[src/rtl/timer_sched.sv]
// timer_sched: multi-channel compare timers behind a shared prescaler,
// with latched match events arbitrated onto one fixed-priority interrupt.

// One compare timer channel: CMP/CNT/CCTL plus its tick-driven update.
module timer_chan (
  input  logic        clk,
  input  logic        rst,
  input  logic        tick,
  input  logic        we_cmp,
  input  logic        we_cnt,
  input  logic        we_cctl,
  input  logic [31:0] wdata,
  output logic [31:0] cmp,
  output logic [31:0] cnt,
  output logic        en,
  output logic        ar,
  output logic        ie,
  output logic        hit
);
  logic upd;

  // A bus write to CNT or CCTL takes the whole channel for that cycle, so the
  // tick is ignored, including its match event.
  assign upd = tick & en & ~we_cnt & ~we_cctl;
  assign hit = upd & (cnt == cmp);

  // Compare value
  always_ff @(posedge clk) begin
    if (rst)         cmp <= '0;
    else if (we_cmp) cmp <= wdata;
  end

  // Counter: bus write, else reload on match (AR), hold on one-shot match, else count
  always_ff @(posedge clk) begin
    if (rst)         cnt <= '0;
    else if (we_cnt) cnt <= wdata;
    else if (upd) begin
      if (cnt == cmp) begin
        if (ar) cnt <= '0;
      end else begin
        cnt <= cnt + 32'd1;
      end
    end
  end

  // Channel control; a one-shot match disarms the channel
  always_ff @(posedge clk) begin
    if (rst)            {ie, ar, en} <= 3'b000;
    else if (we_cctl)   {ie, ar, en} <= wdata[2:0];
    else if (hit && !ar) en <= 1'b0;
  end
endmodule

module timer_sched #(
  parameter int NCH     = 4,
  parameter int PRESC_W = 16
) (
  input  logic        clk,
  input  logic        rst,
  input  logic        we,
  input  logic        re,
  input  logic [7:0]  addr,
  input  logic [31:0] wdata,
  output logic [31:0] rdata,
  output logic        rvalid,
  output logic        irq,
  output logic [3:0]  irq_id
);
  logic                    gen;
  logic [PRESC_W-1:0]      presc;
  logic [PRESC_W-1:0]      pcnt;
  logic                    tick;
  logic [NCH-1:0]          pend;
  logic [NCH-1:0]          hit;
  logic [NCH-1:0]          en;
  logic [NCH-1:0]          ar;
  logic [NCH-1:0]          ie;
  logic [NCH-1:0]          csel;
  logic [NCH-1:0]          w1c;
  logic [NCH-1:0]          masked;
  logic [NCH-1:0][31:0]    cmp;
  logic [NCH-1:0][31:0]    cnt;
  logic [31:0]             rd;
  logic [3:0]              id_nxt;
  logic                    glob;
  logic [1:0]              sub;
  logic                    unused_addr;

  assign glob        = (addr[7:4] == 4'd0);
  assign sub         = addr[3:2];
  assign unused_addr = ^addr[1:0];

  // Prescaler: tick on terminal count; a smaller PRESC written mid-count
  // lets the count run through the wrap before the next tick.
  assign tick = gen && (pcnt == presc);

  // Prescaler counter, held at zero while globally disabled
  always_ff @(posedge clk) begin
    if (rst || !gen) pcnt <= '0;
    else if (tick)   pcnt <= '0;
    else             pcnt <= pcnt + PRESC_W'(1);
  end

  // Global CTRL / PRESC registers
  always_ff @(posedge clk) begin
    if (rst) begin
      gen   <= 1'b0;
      presc <= '0;
    end else if (we && glob) begin
      if (sub == 2'd0) gen   <= wdata[0];
      if (sub == 2'd1) presc <= wdata[PRESC_W-1:0];
    end
  end

  assign w1c = (we && glob && sub == 2'd2) ? wdata[NCH-1:0] : '0;

  // Pending bits: W1C, with a same-cycle match taking precedence
  always_ff @(posedge clk) begin
    if (rst) pend <= '0;
    else     pend <= (pend & ~w1c) | hit;
  end

  for (genvar c = 0; c < NCH; c++) begin : g_ch
    assign csel[c] = (addr[7:4] == 4'(c + 1));
    timer_chan u_ch (
      .clk     (clk),
      .rst     (rst),
      .tick    (tick),
      .we_cmp  (we && csel[c] && sub == 2'd0),
      .we_cnt  (we && csel[c] && sub == 2'd1),
      .we_cctl (we && csel[c] && sub == 2'd2),
      .wdata   (wdata),
      .cmp     (cmp[c]),
      .cnt     (cnt[c]),
      .en      (en[c]),
      .ar      (ar[c]),
      .ie      (ie[c]),
      .hit     (hit[c])
    );
  end

  // Read mux over pre-write state; unmapped space reads zero
  always_comb begin
    rd = '0;
    if (glob) begin
      case (sub)
        2'd0:    rd = {31'b0, gen};
        2'd1:    rd = 32'(presc);
        2'd2:    rd = 32'(pend);
        default: rd = 32'(irq_id);
      endcase
    end else begin
      for (int c = 0; c < NCH; c++) begin
        if (csel[c]) begin
          case (sub)
            2'd0:    rd = cmp[c];
            2'd1:    rd = cnt[c];
            2'd2:    rd = {29'b0, ie[c], ar[c], en[c]};
            default: rd = '0;
          endcase
        end
      end
    end
  end

  // Registered read port, one-cycle valid pulse
  always_ff @(posedge clk) begin
    if (rst) begin
      rdata  <= '0;
      rvalid <= 1'b0;
    end else begin
      rvalid <= re;
      if (re) rdata <= rd;
    end
  end

  // Priority encode enabled pending bits, lowest channel wins
  always_comb begin
    masked = pend & ie;
    id_nxt = 4'd0;
    for (int c = NCH - 1; c >= 0; c--) begin
      if (masked[c]) id_nxt = 4'(c + 1);
    end
  end

  // Registered interrupt outputs
  always_ff @(posedge clk) begin
    if (rst) begin
      irq    <= 1'b0;
      irq_id <= 4'd0;
    end else begin
      irq    <= |masked;
      irq_id <= id_nxt;
    end
  end
endmodule

[config.mk]
export PLATFORM = sky130hd
export DESIGN_NAME = timer_sched
export DESIGN_NICKNAME = d
export VERILOG_FILES = /design/src/rtl/timer_sched.sv
export SDC_FILE = /design/constraint.sdc
export NUM_CORES = 1
export LEC_CHECK = 0
export ABC_CLOCK_PERIOD_IN_PS = 2000
export BUFFER_PORTS_ARGS = -buffer_cell sky130_fd_sc_hd__buf_2
export CELL_PAD_IN_SITES_DETAIL_PLACEMENT = 0
export CELL_PAD_IN_SITES_GLOBAL_PLACEMENT = 1
export CORE_AREA = 2 2 228 230
export DETAILED_ROUTE_END_ITERATION = 16
export DIE_AREA = 0 0 230 232
export PLACE_DENSITY = 0.8
export SYNTH_ARGS = -nofsm -noshare
export SYNTH_HDL_FRONTEND = slang
export SYNTH_SLANG_ARGS = --single-unit
[constraint.sdc]
create_clock -name clk -period 2 [get_ports clk]
set_input_delay 0.1 -clock clk [delete_from_list [all_inputs] [get_ports clk]]
set_output_delay 0.1 -clock clk [all_outputs]
set_load 0.005 [all_outputs]
Yosys cells after proc, flatten, opt, wreduce, memory -nomap -nowiden
Cells that the tools add are included.
{"block": "classes", "n_addsub": 5, "multipliers": 0, "div_mod_pow": 0, "magnitude_cmp": 0, "eq_ne": 15, "shifts": 0, "muxes": 39, "n_bitwise": 28, "n_reduce_logical": 49}
{"operator": "$mux W32", "n": 21}
{"operator": "$pmux W32 S3", "n": 4}
{"operator": "$add A32 B1 Y32 const B", "n": 4}
{"operator": "$eq A32 B32 Y1", "n": 4}
{"operator": "$pmux W16 S3", "n": 1}
{"operator": "$logic_and A1 B1 Y1", "n": 23}
{"operator": "$add A16 B1 Y16 const B", "n": 1}
{"operator": "$and A1 B1 Y1", "n": 16}
{"operator": "$eq A16 B16 Y1", "n": 1}
{"operator": "$reduce_bool A2 Y1", "n": 8}
{"operator": "$ne A3 B1 Y1 const B", "n": 4}
{"operator": "$reduce_and A2 Y1", "n": 6}
{"operator": "$mux W1", "n": 9}
{"operator": "$and A4 B4 Y4", "n": 2}
{"operator": "$eq A4 B2 Y1 const B", "n": 2}
{"operator": "$not A1 Y1", "n": 8}
{"operator": "$reduce_or A4 Y1", "n": 2}
{"operator": "$logic_not A1 Y1", "n": 5}
{"operator": "$eq A4 B1 Y1 const B", "n": 1}
{"operator": "$eq A4 B3 Y1 const B", "n": 1}
{"operator": "$logic_not A4 Y1", "n": 1}
{"operator": "$mux W2", "n": 2}
{"operator": "$mux W4", "n": 1}
{"operator": "$not A4 Y4", "n": 1}
{"operator": "7 further kinds", "n": 8}
{"block": "word_totals", "reg_bits": 342, "latchBits": 0, "ram_bits": 0, "rom_bits": 0, "in_bits": 44, "output_inout_bits": 38, "word_cells": 166, "memories": 0}

Logic depth before layout (Yosys ltp)
Gate-level depths: netlist of the first run.
{"block": "logic_depth", "depth_word": 10, "depth_mapped": 11, "ltp_nobuf": 8}

Modules after synthesis
Synthesis of the first run repeated with hierarchy kept, for this count alone.
{"block": "unflattened", "cells_unflattened": 2482, "hier_area_um2": 20757.4}
{"mod": "timer_chan at g_ch[0].u_ch ...", "n_inst": 3, "cells_each": 445, "area_each_um2": 3812.4, "seq_area_each_um2": 1341.3}
{"mod": "timer_sched", "n_inst": 1, "cells_each": 691, "area_each_um2": 5521.5, "seq_area_each_um2": 1481.4}
{"mod": "timer_chan at g_ch[1].u_ch", "n_inst": 1, "cells_each": 456, "area_each_um2": 3798.6, "seq_area_each_um2": 1341.3}

Worst setup path before layout of the first run
No wires, ideal clock.
{"block": "synth_timing", "path_type": "reg2reg", "startpoint": "register g_ch[3].u_ch.cnt[0]", "endpoint": "register g_ch[3].u_ch.cnt[30]", "setup_ps": 91, "arrival_ps": 2062, "required_ps": 1909, "slack_ps": -153, "path_stages_with_launch": 8, "n_path_buf": 0, "synth_period_minus_slack_ps": 2153, "path_cell_list": "dfxtp_1 -> ha_1 -> nand4_1 -> nor4_1 -> and3_1 -> nand4_1 -> or3_1 -> a311oi_1"}
{"block": "synth_between", "elab_chain_len": 4, "elab_cells_between_ends": 7, "cone_classes": "add/sub: 1; eq/ne: 2; mux: 3; reduce/logical: 1"}
{"item": "from (decl)", "line_no": "14", "text": "output logic [31:0] cnt,"}
{"item": "from (signal assigned)", "line_no": "36", "text": "else if (we_cnt) cnt <= wdata;"}
{"item": "from (signal assigned)", "line_no": "41", "text": "cnt <= cnt + 32'd1;"}
{"item": "$add A32 B1 Y32 or $eq A32 B32 Y1 (tied branches)", "line_no": "41, 38"}
{"item": "$mux W32", "line_no": "38", "text": "if (cnt == cmp) begin"}
{"item": "$mux W32", "line_no": "37", "text": "else if (upd) begin"}
{"item": "$mux W32", "line_no": "36"}
Parallel ways exist; a longest one is shown, timed or not. The select of a mux whose other input is x is not followed.
A chain may end at the register's enable or synchronous reset.

Worst setup path in the final report of the first run
{"block": "layout_timing", "startpoint": "register pcnt[7]", "endpoint": "register g_ch[1].u_ch.cnt[7]"}
{"block": "layout_between", "elab_chain_len": 7}
{"item": "from (decl)", "line_no": "71", "text": "logic [PRESC_W-1:0] pcnt;"}
{"item": "from (signal assigned)", "line_no": "101", "text": "else pcnt <= pcnt + PRESC_W'(1);"}
{"item": "$eq A16 B16 Y1", "line_no": "95", "text": "assign tick = gen && (pcnt == presc);"}
{"item": "$logic_and A1 B1 Y1", "line_no": "95"}
{"item": "$and A1 B1 Y1 (3 in a row)", "line_no": "24", "text": "assign upd = tick & en & ~we_cnt & ~we_cctl;"}
{"item": "$reduce_bool A2 Y1 (no source line)"}
{"item": "$reduce_and A2 Y1 (no source line)"}
{"item": "to (signal assigned)", "line_no": "36"}
{"item": "to (signal assigned)", "line_no": "41"}
{"item": "to (decl)", "line_no": "14"}
No other way between the ends.

==> results of run 1 <==
final timing paths:
| path | from | to |
|---|---|---|
| worst max register to register | pcnt[7] | g_ch[1].u_ch.cnt[7] |
| worst max-delay path | pcnt[7] | g_ch[1].u_ch.cnt[7] |
| worst min-delay path | wdata[11] | g_ch[3].u_ch.cmp[11] |
| worst min register to register | rdata[28] | rdata[28] |
routing by layer:
layer	part of all wire	GRT usage	routed length, um	vias up
met2	0.43	0.530	41300	1352
met5	0.00013	0	13	-
li1	-	-	-	10700
met3	0.11	0.0710	10300	303
met4	0.058	0.169	5670	2
met1	0.41	0.471	39800	11500
layout make-up:
class | count | area, um2 | area share
Sequential cell | 342 | 6940 | 0.235
Tap cell | 680 | 851 | 0.0288
Timing Repair Buffer | 803 | 6580 | 0.223
Inverter | 25 | 101 | 0.00343
Clock buffer | 61 | 1280 | 0.0432
Clock inverter | 16 | 198 | 0.00670
Multi-Input combinational cell | 2004 | 13600 | 0.459
Antenna cell | 1 | 2.50 | 0.0000848
registers in the layout, summed over array words and instances (netlist names):
name and flops:
g_ch.u_ch.ar 4, g_ch.u_ch.cmp 128, g_ch.u_ch.cnt 128, g_ch.u_ch.en 4, g_ch.u_ch.ie 4, gen 1
irq 1, irq_id 3, pcnt 16, pend 4, presc 16, rdata 32
rvalid 1
Yosys cell counts (15+ instances only):
cell / count
a211oi_1: 56
a21oi_1: 237
a221o_1: 15
a221oi_1: 20
a22oi_1: 46
a31oi_1: 25
a32o_1: 41
and2_1: 16
and3_1: 31
buf_2: 59
buf_4: 18
clkbuf_1: 168
dfxtp_1: 342
inv_1: 24
mux2i_1: 77
nand2_1: 441
nand3_1: 72
nand4_1: 51
nor2_1: 186
nor2b_1: 16
nor3_1: 49
nor4_1: 57
o211ai_1: 30
o21ai_0: 112
o22ai_1: 50
o41ai_1: 23
xnor2_1: 28
xor2_1: 147
timing repair:
item                                    CTS  global route
pin swaps                               119            76
endpoints found under the setup margin  151           151
setup buffers                            21            25
resized for setup                       267           153
hold buffers                             31             0
cloned                                    6             2
hold endpoints to repair                117             0
power groups by stage:
| stage | clock network [uW] | registers [uW] | logic, uW |
|---|---|---|---|
| after floorplan | 0 | 7050 | 848 |
| after global placement | 0 | 7050 | 1720 |
| after detailed placement | 0 | 7060 | 1740 |
| after CTS | 8310 | 6900 | 1940 |
| after global routing | 8560 | 6910 | 2180 |
| final | 8260 | 6900 | 2120 |
cell families (layout without fill, tap and decap cells):
family | count (synthesis) | in the layout
simple gates | 1005 | 1008
compound gates | 734 | 734
flops | 342 | 342
buf+inv | 288 | 905
xor+xnor | 175 | 175
mux | 81 | 81
fa+ha+maj | 5 | 5
other cells | 1 | 2
metrics by stage:
stage          utilization  worst slack, ps  cell area, um2  TNS, ps  instances
6_report             0.580             -341           29500   -30460       3932
3_3_place_gp         0.503             -374           25600   -35220       3775
3_5_place_dp         0.503             -373           25600   -37700       3775
4_1_cts              0.563             -235           28600   -20180       3907
5_1_grt              0.580             -378           29500   -37910       3931
2_1_floorplan            -            -59.0           20300    -1550       2631
critical path: stages, from the launching register on:
cell and delay (ps):
dfxtp_4 370, xnor2_2 130, nand4_1 160, nor4_4 370, buf_6 220, buf_6 120, nand3_4 110, a21o_4 280
buf_4 150, buf_6 120, nand2_8 90, a311oi_2 90
==> impl_metrics.csv, run 1 <==
group,metric,value,unit
outcome,status,"finished with violations",
outcome,violations,"negative setup slack",
floorplan,initial_core_util,0.395,
grt,grt_max_degree,64,
pwr,p_sw_frac,0.271,
grt,grt_pass1_wl,141000,um
hold_path,holdPathStages,3,
hold_path,min_path_type,"in2reg",
routing,initialDrtViolationCount,3083,
synthesis,synthSimpleGateAreaFrac,0.236,
grt,antenna_found_initial,6,
routing,vias,23900,
synthesis,synth_top_area_cell,"dfxtp_1",
pwr,ir_drop,0.572,mV
routing,drc,0,
pwr,combPwrFrac,0.123,
timing,min_period_over_period,1.17,
pwr,power_switching,4680,uW
grt,grt_usage,0.349,
pwr,power.total,17300,uW
synthesis,synth.area.top_cells,"dfxtp_1 34%, nand2_1 8.2%, xor2_1 6.4%",
synthesis,synth_xor_area_frac,0.0763,
floorplan,core,0.0509,mm2
synthesis,synth.top_cell.area_share,0.341,
worst_setup_path,required,2450,ps
grt,grt_pass1_vias,22100,
clock_tree,clk_pin_slew,60,ps
synthesis,ys_ff_latch,342,
worst_setup_path,critPathCaptureType,"flop",
final_layout,syn_to_final_growth,46.8,%
timing,fmax,0.427,GHz
routing,detail_route.first_pass.iterations,6,
placement,gp_congestion,1.08,
timing,rsz0062_at_grt,"true",
worst_setup_path,crit_arrival,2790,ps
clock_tree,cts.path.max_buffers,3,
final_layout,drive_gt1_frac,0.358,
floorplan,dieWidth,230,um
floorplan,die_area,0.0534,mm2
final_layout,layout_common_cells,"598 x buf_4, 435 x nand2_1, 272 x dfxtp_1, 222 x a21oi_1, 162 x nor2_1",
routing,vias_per_cell,6.07,
timing,slew_headroom,0.235,
synthesis,synth-async-reset-ratio,0,
synthesis,synthFlopType,"dfxtp_1",
synthesis,synth_fa_ha_area_frac,0.00311,
pwr,leakagePower,0.0118,uW
timing,finalSetupViolCount,136,
worst_setup_path,crit_fanout,7,
floorplan,rows,83,
placement,dp_hpwl,69400,um
floorplan,die_y,232,um
clock_tree,cts.sinks,342,
final_layout,mostFrequentLayoutCell,"buf_4",
final_layout,fillers,4570,
synthesis,syn_nets,2680,
synthesis,synthMuxAreaShare,0.0411,
timing,finalClockSkew,20.8,ps
pwr,clkPwrFrac,0.478,
pwr,powerDensity,586,mW/mm2
worst_setup_path,r2r_cells,11,
grt,grt_overflow,0,
pwr,pwr-share-seq,0.399,
timing,finalWorstSetupSlack,-341,ps
timing,finalHoldWorstSlack,29.1,ps
clock_tree,cts_made_buffers,42,
timing,slew_violations,0,
synthesis,synth_edf_count,0,
final_layout,nNetsFinal,3267,
synthesis,synth_top_family_by_area,"compound AO/OA/AOI/OAI gates",
worst_setup_path,regToRegSetupSlack,-340,ps
synthesis,synth_warnings,0,
routing,drtAntennaViolNets,0,
timing,finalCriticalPeriod,2340,ps
timing,tightestPinTransition,1140,ps
routing,routedWlPerCell,24.7,um
job,drv_cap,0,
synthesis,synth_cell_types,89,
floorplan,io_pins,82,
pwr,p_int,12600,uW
placement,io_buffers,78,
synthesis,netlist_instances,2631,
synthesis,seq_area_frac_synth,0.341,
clock_tree,clk_latency,580,ps
clock_tree,h-tree-depth,2,
worst_setup_path,worst_setup_path_start_kind,"flop",
timing,hold_viol_final,0,
worst_setup_path,worst-setup-path-type,"reg2reg",
synthesis,postSynthAreaPerCell,7.64,um2
synthesis,synth_compound_area_frac,0.241,
routing,wirelength,97000,um
clock_tree,cts-root-buf,"clkbuf_16",
synthesis,netlist_area,0.0201,mm2
clock_tree,cts_tree,"yes",
(Power assumes the default switching activity.)
==> inputs of run 2 (changes only) <==
--- a/config.mk
+++ b/config.mk
@@ -9,10 +9,11 @@
 export BUFFER_PORTS_ARGS = -buffer_cell sky130_fd_sc_hd__buf_2
 export CELL_PAD_IN_SITES_DETAIL_PLACEMENT = 0
 export CELL_PAD_IN_SITES_GLOBAL_PLACEMENT = 1
-export CORE_AREA = 2 2 228 230
+export CORE_AREA = 2 2 231 233
 export DETAILED_ROUTE_END_ITERATION = 16
-export DIE_AREA = 0 0 230 232
-export PLACE_DENSITY = 0.8
+export DIE_AREA = 0 0 233 235
+export PLACE_DENSITY = 0.79
 export SYNTH_ARGS = -nofsm -noshare
 export SYNTH_HDL_FRONTEND = slang
+export SYNTH_HIERARCHICAL = 1
 export SYNTH_SLANG_ARGS = --single-unit
==> run 2 against run 1 <==
Effect of this change: the flow still finishes with violations (negative setup slack); cell area grew 0.71%; register-to-register slack got worse by 270 ps; global-route usage shrank 0.74 points; wire length is 0.55% lower; maximum frequency decreased by 10%; via count is 2.2% lower; first-iteration DRC count down 13%; sequential cell count is the same.
==> impl_metrics.csv, run 2 <==
group,metric,value,unit
outcome,status,"finished with violations",
outcome,violations,"negative setup slack",
floorplan,die_area,0.0548,mm2
clock_tree,cts_made_buffers,42,
synthesis,syn_nets,2531,
clock_tree,clk_latency,610,ps
timing,rsz0062_at_grt,"true",
timing,finalCriticalPeriod,2610,ps
worst_setup_path,critPathCaptureType,"flop",
floorplan,rows,84,
timing,finalClockSkew,37.6,ps
pwr,powerDensity,583,mW/mm2
worst_setup_path,worst_setup_path_start_kind,"flop",
timing,tightestPinTransition,848,ps
synthesis,ys_ff_latch,342,
synthesis,netlist_area,0.0208,mm2
worst_setup_path,cp_cell_sequence,"xor2_1 > nor4_2 > nand4_1 > nor3_4 > buf_12 > nand2_4 > nor2_4 > buf_12 > buf_8 > nand4_1 > nor3_2 > a22oi_1 > o22ai_1",
routing,routedWlPerCell,25.1,um
timing,fmax,0.383,GHz
placement,dp_hpwl,70200,um
grt,grt_usage,0.341,
pwr,ir_drop,0.531,mV
worst_setup_path,critical_path_buf_inv_count,3,
final_layout,mostFrequentLayoutCell,"buf_4",
placement,placed_cell_area,0.0268,mm2
worst_setup_path,slowest_delay,320,ps
worst_setup_path,worst-setup-path-type,"reg2reg",
synthesis,synth_cell_types,81,
routing,vias,23300,
final_layout,final_area,0.0297,mm2
synthesis,postSynthAreaPerCell,8.36,um2
hold_path,hold_start,"wdata[30]",
grt,grt_overflow,0,
timing,finalHoldWorstSlack,28.4,ps
floorplan,io_pins,82,
clock_tree,cts_tree,"yes",
worst_setup_path,critical-path-top-delay-family,"simple AND/OR/NAND/NOR gates",
timing,slew_violations,0,
timing,min_period_over_period,1.31,
final_layout,fillers,4752,
final_layout,nNetsFinal,3169,
hold_path,min_path_type,"in2reg",
timing,hold_viol_final,0,
floorplan,initial_core_util,0.397,
placement,gp_congestion,1.02,
job,drv_cap,0,
floorplan,die_y,235,um
routing,detail_route.first_pass.iterations,8,
grt,use_met1,0.457,
grt,grt_use_met3,0.0721,
synthesis,synthFlopType,"dfxtp_1",
timing,finalWorstSetupSlack,-612,ps
final_layout,utilization,0.569,
routing,wirelength,96500,um
floorplan,dieWidth,233,um
final_layout,final_cells,3840,
floorplan,core,0.0522,mm2
clock_tree,clk_pin_slew,60,ps
grt,grt_max_degree,48,
clock_tree,cts-root-buf,"clkbuf_16",
placement,io_buffers,78,
synthesis,synth_warnings,6,
grt,use_met2,0.513,
clock_tree,h-tree-depth,2,
synthesis,seq_area_frac_synth,0.330,
pwr,leakagePower,0.0122,uW
synthesis,netlist_instances,2482,
worst_setup_path,crit_arrival,3120,ps
synthesis,synth_common_cells,"342 x dfxtp_1, 260 x nor2_1, 248 x mux2i_1, 185 x nand2_1, 145 x xor2_1",
worst_setup_path,required,2510,ps
worst_setup_path,r2r-start,"presc[1]",
grt,antenna_found_initial,3,
final_layout,multi_input_area,0.0141,mm2
worst_setup_path,crit_fanout,8,
clock_tree,cts.path.max_buffers,3,
clock_tree,cts.sinks,342,
worst_setup_path,cpMaxStageDelayCell,"dfxtp_2",
final_layout,seq_area,0.00686,mm2
placement,place_inst,3698,
synthesis,synth.top_cell.area_share,0.330,
timing,finalSetupViolCount,135,
final_layout,layout_common_cells,"624 x buf_4, 333 x dfxtp_1, 248 x mux2i_1, 247 x nor2_1, 168 x nand2_1",
grt,grt-busiest-layer,"met2",
grt,grt_pass1_vias,22300,
timing,slew_headroom,0.433,
final_layout,syn_to_final_growth,43.2,%
routing,vias_per_cell,6.07,
routing,drc,0,
grt,grt_pass1_wl,142000,um
synthesis,yosysMostFrequentCell,"dfxtp_1",
worst_setup_path,startpoint,"presc[1]",
synthesis,synth.area.top_cells,"dfxtp_1 33%, mux2i_1 12%, xor2_1 6.1%",
synthesis,synth-async-reset-ratio,0,
final_layout,reg_top3,"g_ch.u_ch/cmp (128), g_ch.u_ch/cnt (128), rdata (32)",
routing,drtAntennaViolNets,0,
routing,initialDrtViolationCount,2680,
timing,setup_tns,-66700,ps
synthesis,synth_top_area_cell,"dfxtp_1",
synthesis,synth_edf_count,0,
final_layout,drive_gt1_frac,0.346,
## run 2: changes by cell type in the layout (fill, tap and decap cells not counted), moves of 40 or more
cell | previous run | this run
o22ai_1 | 40 | 91
nor2_1 | 162 | 247
mux2i_1 | 77 | 248
dfxtp_2 | 66 | 9
a21oi_1 | 222 | 76
dfxtp_1 | 272 | 333
a32o_1 | 40 | 0
nand2_1 | 435 | 168
## run 2: area by class of cell
cell class	count	area share
clock buffers	57	0.0400
clock inverters	18	0.00682
repair buffers	791	0.214
inverters	49	0.00619
flip-flops and latches	342	0.231
diodes	1	0.0000842
well taps	688	0.0290
multi-input cells	1894	0.473
## run 2: tightest hold or removal path, cell delays in order
cell	delay (ps)
buf_2	240
mux2i_1	190
nor2_1	50
## run 2: what timing repair did
action                                  in CTS  in global routing
hold buffers                                17                  0
resized for setup                          116                 81
endpoints found under the hold margin       37                  0
pin swaps                                   31                 46
buffers inserted                            28                 18
endpoints found under the setup margin     136                152
gates cloned                                 5                  0
## run 2: final timing paths
kind | to | slack, ps | cells past startpoint
worst max-delay path | g_ch[3].u_ch/cnt[3] | -610 | 13
worst min-delay path | g_ch[0].u_ch/cmp[30] | 30 | 3
worst max register to register | g_ch[3].u_ch/cnt[3] | -610 | 13
worst min register to register | rdata[27] | 440 | 2
## run 2: layer usage
metal | wire length, um | share of wire
met5 | 0 | 0
met4 | 5750 | 0.060
met3 | 8880 | 0.092
met2 | 41400 | 0.43
met1 | 40500 | 0.42
## run 2: power by group
| part | internal (uW) | leakage [uW] | switching, uW |
|---|---|---|---|
| logic | 941 | 0.00882 | 1620 |
| registers | 6850 | 0.00276 | 30.2 |
| clock network | 4570 | 0.000667 | 3340 |
## run 2: cells by family (layout without fill, tap and decap cells)
logic type	count (synthesis)	count (layout)	share of synthesized area
XOR/XNOR	175	175	0.0738
buffers and inverters	248	915	0.0543
flip-flops	342	342	0.330
AO/OA/AOI/OAI	566	566	0.195
AND/OR/NAND/NOR	882	884	0.216
other	1	2	0.000181
adder cells (fa/ha/maj)	5	5	0.00301
multiplexers	263	263	0.128
## run 2: metrics by stage
step	worst slack (ps)	power [uW]
detailed placement	-638	9260
floorplan	-352	8050
finish	-612	17300
global placement	-626	9230
global route	-763	17700
CTS	-543	17300
